File: config.mk
export PLATFORM = sky130hd
export DESIGN_NAME = datapath
export DESIGN_NICKNAME = d
export VERILOG_FILES = /design/src/rtl/datapath_pkg.sv /design/src/rtl/datapath_regfile.sv /design/src/rtl/datapath.sv
export SDC_FILE = /design/constraint.sdc
export NUM_CORES = 1
export LEC_CHECK = 0
export BUFFER_PORTS_ARGS = -buffer_cell sky130_fd_sc_hd__buf_4
export CAP_MARGIN = 20
export CORE_UTILIZATION = 25
export CTS_BUF_LIST = sky130_fd_sc_hd__clkbuf_16
export CTS_CLUSTER_DIAMETER = 150
export DETAILED_ROUTE_END_ITERATION = 10
export PLACE_DENSITY = 0.47
export SYNTH_ARGS = -nofsm -noshare
export SYNTH_HDL_FRONTEND = slang
export SYNTH_SLANG_ARGS = --single-unit
File: constraint.sdc
create_clock -name clk -period 10.7 [get_ports clk]
set_clock_uncertainty 0.2 [all_clocks]
set_input_delay 0.535 -clock clk [delete_from_list [all_inputs] [get_ports clk]]
set_output_delay 0.535 -clock clk [all_outputs]
set_load 0.01 [all_outputs]
File: src/rtl/datapath_pkg.sv
// Shared widths, encodings and helpers for the datapath slice.
// Optional build macro: DATAPATH_REGFILE_RESET_EN (reset also clears R0..R7).
package datapath_pkg;

    localparam int DATA_W    = 16;
    localparam int REG_COUNT = 8;
    localparam int ADDR_W    = 3;
    localparam int IMM_W     = 5;

    typedef enum logic [1:0] {
        ALU_ADD = 2'b00,
        ALU_SUB = 2'b01,
        ALU_AND = 2'b10,
        ALU_NOT = 2'b11
    } alu_op_e;

    typedef enum logic [1:0] {
        SH_NONE = 2'b00,
        SH_LSL  = 2'b01,
        SH_LSR  = 2'b10,
        SH_ASR  = 2'b11
    } shift_op_e;

    function automatic logic is_zero(input logic [DATA_W-1:0] value);
        return (value == {DATA_W{1'b0}});
    endfunction

endpackage

File: src/rtl/datapath_regfile.sv
// Eight-entry register file: synchronous write, combinational read.
// With DATAPATH_REGFILE_RESET_EN defined, reset also clears every entry.
module regfile
    import datapath_pkg::*;
(
    input  logic              clk,
    input  logic              reset,
    input  logic [DATA_W-1:0] data_in,
    input  logic [ADDR_W-1:0] writenum,
    input  logic              write,
    input  logic [ADDR_W-1:0] readnum,
    output logic [DATA_W-1:0] data_out
);

    logic [DATA_W-1:0] regs_r [REG_COUNT];

`ifdef DATAPATH_REGFILE_RESET_EN
    // Register storage, cleared by reset.
    always_ff @(posedge clk) begin
        if (reset) begin
            for (int i = 0; i < REG_COUNT; i++) begin
                regs_r[i] <= {DATA_W{1'b0}};
            end
        end else if (write) begin
            regs_r[writenum] <= data_in;
        end
    end
`else
    logic unused_reset_s;
    assign unused_reset_s = reset;

    // Register storage; contents survive reset.
    always_ff @(posedge clk) begin
        if (write) begin
            regs_r[writenum] <= data_in;
        end
    end
`endif

    // Read returns the pre-edge value when the same entry is being written.
    assign data_out = regs_r[readnum];

endmodule

File: src/rtl/datapath.sv
// Datapath top: register file, A/B pipeline registers, shifter, ALU, C and Z.
// Optional build macro: DATAPATH_REGFILE_RESET_EN (forwarded to the register file).
module datapath
    import datapath_pkg::*;
(
    input  logic              clk,
    input  logic              reset,
    input  logic [DATA_W-1:0] datapath_in,
    input  logic              vsel,
    input  logic [ADDR_W-1:0] writenum,
    input  logic              write,
    input  logic [ADDR_W-1:0] readnum,
    input  logic              loada,
    input  logic              loadb,
    input  logic [1:0]        shift,
    input  logic              asel,
    input  logic              bsel,
    input  logic [1:0]        ALUop,
    input  logic              loadc,
    input  logic              loads,
    output logic              Z_out,
    output logic [DATA_W-1:0] datapath_out
);

    logic [DATA_W-1:0] a_r, b_r, c_r;
    logic              z_r;
    logic [DATA_W-1:0] data_out_s, wb_data_s;
    logic [DATA_W-1:0] shift_out_s, ain_s, bin_s, alu_out_s;

    // Write-back taps C before the edge, so a same-cycle loadc is not seen.
    assign wb_data_s = vsel ? datapath_in : c_r;

    regfile u_regfile (
        .clk      (clk),
        .reset    (reset),
        .data_in  (wb_data_s),
        .writenum (writenum),
        .write    (write),
        .readnum  (readnum),
        .data_out (data_out_s)
    );

    // Single-position shifter on operand B.
    always_comb begin
        shift_out_s = b_r;
        case (shift)
            SH_NONE: shift_out_s = b_r;
            SH_LSL:  shift_out_s = {b_r[DATA_W-2:0], 1'b0};
            SH_LSR:  shift_out_s = {1'b0, b_r[DATA_W-1:1]};
            SH_ASR:  shift_out_s = {b_r[DATA_W-1], b_r[DATA_W-1:1]};
            default: shift_out_s = b_r;
        endcase
    end

    // ALU operand selection; the immediate is the low five bits of datapath_in.
    always_comb begin
        ain_s = a_r;
        bin_s = shift_out_s;
        if (asel) begin
            ain_s = {DATA_W{1'b0}};
        end else begin
            ain_s = a_r;
        end
        if (bsel) begin
            bin_s = {{(DATA_W-IMM_W){1'b0}}, datapath_in[IMM_W-1:0]};
        end else begin
            bin_s = shift_out_s;
        end
    end

    // Modulo-2^16 ALU; carry and borrow are dropped.
    always_comb begin
        alu_out_s = {DATA_W{1'b0}};
        case (ALUop)
            ALU_ADD: alu_out_s = ain_s + bin_s;
            ALU_SUB: alu_out_s = ain_s - bin_s;
            ALU_AND: alu_out_s = ain_s & bin_s;
            ALU_NOT: alu_out_s = ~bin_s;
            default: alu_out_s = {DATA_W{1'b0}};
        endcase
    end

    // Pipeline, result and status registers; reset wins over every load.
    always_ff @(posedge clk) begin
        if (reset) begin
            a_r <= {DATA_W{1'b0}};
            b_r <= {DATA_W{1'b0}};
            c_r <= {DATA_W{1'b0}};
            z_r <= 1'b0;
        end else begin
            if (loada) a_r <= data_out_s;
            if (loadb) b_r <= data_out_s;
            if (loadc) c_r <= alu_out_s;
            if (loads) z_r <= is_zero(alu_out_s);
        end
    end

    assign datapath_out = c_r;
    assign Z_out        = z_r;

endmodule

======== Word-level counts from Yosys, hierarchy flattened ========
Memory sizes are Yosys's and may differ from the RTL's.
Cells that the tools add are included.
storage, ports and cells
  logic and storage cells ................. 25
  output and inout port bits .............. 17
  bits in registers ....................... 49
  memory bits (writable) .................. 128
  memories ................................ 1
cells by class
  mux-type cells .......................... 7
  equal/unequal tests ..................... 6
  bitwise gates (word level) .............. 2
  add/sub/neg operators ................... 2
  reduce and logical (&&, ||, !) cells .... 3
memories
  memory            words  bits a word  read ports  clocked after Yosys merged registers in  wr ports  line                    text
  u_regfile.regs_r  8      16           1           0                                        1         datapath_regfile.sv:15  logic [DATA_W-1:0] regs_r [REG_COUNT];
operators with widths
  operator              number
  $pmux W16 S4          2
  $mux W16              3
  $add A16 B16 Y16      1
  $and A16 B16 Y16      1
  $logic_not A16 Y1     1
  $not A16 Y16          1
  $sub A16 B16 Y16      1
  $eq A2 B2 Y1 const B  4
  $eq A2 B1 Y1 const B  2
  $logic_not A2 Y1      2
  $mux W1               2

======== Depth between registers and ports, before layout ========
  word-level depth ........................ 6
  depth in mapped cells ................... 18
  mapped depth without buffers ............ 17

======== By module ========
A second synthesis with hierarchy kept.
second synthesis, totals
  cells, all modules ...................... 711
  area total of the unflattened synthesis .. 9121.2 µm²
modules (own cells, without submodules)
  module    times used  seq. area each (µm²)  cells each  area each (µm²)
  regfile   1           3843.7                198         4973.5
  datapath  1           980.9                 513         4147.7

======== Worst setup path before layout ========
No wires, ideal clock.
  path kind ............................... in2reg
  start ................................... input port shift[0]
  end ..................................... register z_r (netlist: Z_out)
  library setup time ...................... 0.060 ns
  stages on the path ...................... 17
  slack ................................... 6.466 ns
  required time ........................... 10.440 ns
  data arrival time ....................... 3.974 ns
  cells stage by stage .................... buf_6 -> mux2i_1 -> a221oi_1 -> inv_1 -> ha_1 -> nand2_1 -> o31ai_1 -> xor2_1 -> ha_1 -> a211o_1 -> o211a_1 -> nor4b_1 -> nor2_1 -> o211ai_1 -> o2111ai_1 -> nor4b_2 -> a32o_1
on the way
  longest elaborated chain between the ends .. 6
  elaborated cells on any way between the ends .. 12
ends and longest elaborated chain
  item                                            line                text
  start: declaration                              datapath.sv:15      input logic [1:0] shift,
  $eq A2 B2 Y1, or another cell as far along      datapath.sv:46      case (shift)
  $pmux W16 S4 (*)                                datapath.sv:46
  $mux W16 (*)                                    datapath.sv:64      if (bsel) begin
  $sub A16 B16 Y16, or another cell as far along  datapath.sv:76      ALU_SUB: alu_out_s = ain_s - bin_s;
  $pmux W16 S4 (*)                                datapath.sv:74      case (ALUop)
  $logic_not A16 Y1 (*)                           datapath_pkg.sv:25  return (value == {DATA_W{1'b0}});
  end signal: assignment                          datapath.sv:94      if (loads) z_r <= is_zero(alu_out_s);
  end: declaration                                datapath.sv:26      logic z_r;
Mark *: on every way between the ends. The rest lies on a longest branch, timed or not.
A chain may end at the register's enable or synchronous reset.

======== Worst setup path in the final report ========
  start ................................... input port bsel
  end ..................................... register z_r (netlist: Z_out)
on the way
  longest elaborated chain between the ends .. 4
  elaborated cells on any way between the ends .. 7
ends and longest elaborated chain
  item                                            line                text
  start: declaration                              datapath.sv:17      input logic bsel,
  $mux W16 (*)                                    datapath.sv:64
  $sub A16 B16 Y16, or another cell as far along  datapath.sv:76
  $pmux W16 S4 (*)                                datapath.sv:74
  $logic_not A16 Y1 (*)                           datapath_pkg.sv:25
Marked as above.

==> run summary <==
Slew Limit Headroom = 33.25%
Internal = 1.210 mW
Yosys warning count = 0
Final worst setup slack = 6.235 ns
Pwr Density = 164.6 nW/µm²
Top FF cell, synth = edfxtp_1
Max Root-Sink Buffers = 2
Final core utilization = 30.14%
Crit end category = flip-flop
Hold Vio Cnt, Final = 0
Sequential share of power = 47.0%
Die area = 35580 µm²
Core Area = 33870 µm²
Req. time, crit path = 10.87 ns
Max Transition Viols Final = 0
Synth-to-Final Area Change = 17.23%
Layout cell share with drive strength beyond 1 = 21.92%
Asr flop ratio synth = 0%
Setup violators final = 0
CP max FO = 22
Die H = 188.6 µm
Post-Syn Area per Cell = 12.88 µm²
Slowest CP cell = a221oi_1
Share of total power in the clock network = 38.1%
Place WS = 5.806 ns
Routed wire per std cell = 19.48 µm
WS Path Type = input pin to flip-flop
Gpl congestion = 0.8005
Synth area leaders = edfxtp_1 (44%), dfxtp_1 (11%), mux4_2 (8.3%)
Vias per std cell = 4.759
Vias in the first global route = 5577
Tot GR Track Use = 13.08%
Worst-skew pair later-pin latency = 0.43 ns
First-pass GRT wire length = 34.62 mm
Remaining DRCs = 0
Via count = 5611
Clock Sinks = 177
Drt pass-1 iters = 4
Die span in x = 188.6 µm
TritonCTS clock tree = built
Share of the synthesized area in the top cell type = 44.14%
EDFF count, synth = 128
Net switching power figure = 0.4704 mW
Antenna violations before repair = 0
Net Count, Synth = 730
Max VDD drop = 0.1019 mV
Detailed-route wire length = 22.97 mm
Post-CTS Setup Inserts = 0
Leading area contributor after synthesis = edfxtp_1
Fmax = 223.9 MHz
Minimum clock period = 4.465 ns
Outcome = finished, final reports clean
Initial Utilization = 25.71%
Seq/Total Area, Yosys = 55.40%
Crit path buffers/inverters = 2
Cts repair resizes = 0
CP max stage delay = 0.56 ns
Cell Rows = 67
CTS root buf = clkbuf_16
H-tree levels = 4
Tightest Hold Check Type = flip-flop to flip-flop
DP HPWL = 15.70 mm
Global route total overflow = 0
IO Pins = 53
Sw Ratio = 28.00%
Logic pwr share = 14.9%
P_leak = 3.633 nW
Register clock-pin slew on the reported worst setup and hold paths = 0.07 ns
Number of synthesized register bits = 177
RSZ-0062 raised after global routing = no
CP Launch Type = input pin
TritonCTS Buffers = 17
Synthesized cell area = 8708 µm²
Fin nets = 771
Setup TNS = 0 ns
Max-Cap Viols = 0
Synth unique cells = 67
Total power = 1.680 mW
Crit path cell chain = buf_4 -> nor2_1 -> a221oi_1 -> inv_1 -> ha_1 -> nand2_1 -> o31ai_1 -> xor2_1 -> ha_1 -> a211o_1 -> o211a_1 -> nor4b_1 -> nor2_1 -> o211ai_1 -> o2111ai_1 -> nor4b_2 -> a32o_1
Largest net degree at the start of global routing = 51
Post-Syn Instances = 676
Remaining antenna violation count after routing = 0
Slew of the pin with the lowest slew margin = 1.001 ns
CP top delay family = compound AO/OA/AOI/OAI gates
Crit path DAT = 4.63 ns
DR iter-0 viols = 302
Port Buf Inserts = 52
Tcrit/Tclk final = 41.73%
Layout fillers = 3428
Hold_buf cts = 0
through the flow:
| step | instance area, µm² | hold slack [ns] | cells |
|---|---|---|---|
| after floorplan | 8708 | 0.2635 | 676 |
| after global placement | 9590 | 0.2701 | 1146 |
| after detailed placement | 9590 | 0.2674 | 1146 |
| after CTS | 10210 | 0.2842 | 1178 |
| after global routing | 10210 | 0.2959 | 1178 |
| final | 10210 | 0.2784 | 1179 |
area by class of cell:
type                            count  area (µm²)  area share (%)
Sequential cell                   177        4825           47.26
Multi-Input combinational cell    444        3687           36.12
Tap cell                          448       560.5           5.491
Timing Repair Buffer               61       457.9           4.486
Clock buffer                       17       425.4           4.167
Clock inverter                     15       190.2           1.863
Inverter                           16       60.06          0.5883
Antenna cell                        1       2.502         0.02451
logic make-up (layout without fill, tap and decap cells):
family	count (synthesis)	after routing	share of synthesized area (%)
AND/OR/NAND/NOR	182	182	10.65
flip-flops	177	177	55.40
AO/OA/AOI/OAI	130	130	10.93
multiplexers	92	92	15.43
buffers and inverters	55	109	2.543
XOR/XNOR	22	22	2.371
adder cells (fa/ha/maj)	18	18	2.672
other	0	1	0
final timing paths:
| check | slack (ns) | cells past startpoint | startpoint | end |
|---|---|---|---|---|
| worst max-delay path | 6.23 | 17 | bsel | Z_out |
| worst min-delay path | 0.28 | 1 | Z_out | Z_out |
| worst max register to register | 6.29 | 16 | b_r[1] | Z_out |
| worst min register to register | 0.28 | 1 | Z_out | Z_out |
metal layers:
metal  vias up  part of all wire [%]  track usage, %
met3        10                   2.7           2.440
met4         0                  0.66           2.667
met1      2795                    49           17.83
li1       2707                     -               -
met2        99                    48           21.54
met5         -                     0               0
cell usage after synthesis (all sizes together) (2+ instances only):
cell,n
and3,3
edfxtp,128
nand2b,11
a211oi,49
nor4,8
nor2b,28
dfxtp,49
xnor2,13
o211a,3
nor3b,4
xor2,8
nor3,4
nor2,77
mux4,32
nand4b,2
o21ai,15
a31oi,3
o221ai,3
nand3,11
a21oi,23
a311oi,3
a221oi,5
ha,17
or3,4
clkbuf,28
o31ai,3
nor4b,2
nand4,5
mux2i,42
buf,11
nand2,17
mux2,18
o211ai,9
o2111ai,2
inv,15
layout by cell type (no fill, tap or decap), types with 17 or more instances in the layout:
master | synthesis | final
clkbuf_16 | 0 | 17
nor2_1 | 77 | 71
mux2i_1 | 42 | 42
ha_1 | 17 | 17
a211oi_1 | 47 | 47
mux2_2 | 18 | 18
nand2_1 | 17 | 17
nor2b_1 | 28 | 28
mux4_2 | 32 | 32
buf_4 | 1 | 61
edfxtp_1 | 128 | 128
dfxtp_1 | 49 | 49
a21oi_1 | 22 | 22
flip-flops by register name, indices dropped and copies added (netlist names):
signal / cells
u_regfile.regs_r: 128
Z_out: 1
a_r: 16
b_r: 16
datapath_out: 16
power groups by stage:
stage	logic [mW]	registers, mW	clock network, mW
floorplan	0.175	0.797	0
global placement	0.253	0.806	0
detailed placement	0.253	0.806	0
CTS	0.254	0.791	0.657
global route	0.277	0.793	0.683
finish	0.251	0.790	0.639
Power figures use the tool's default switching activity.
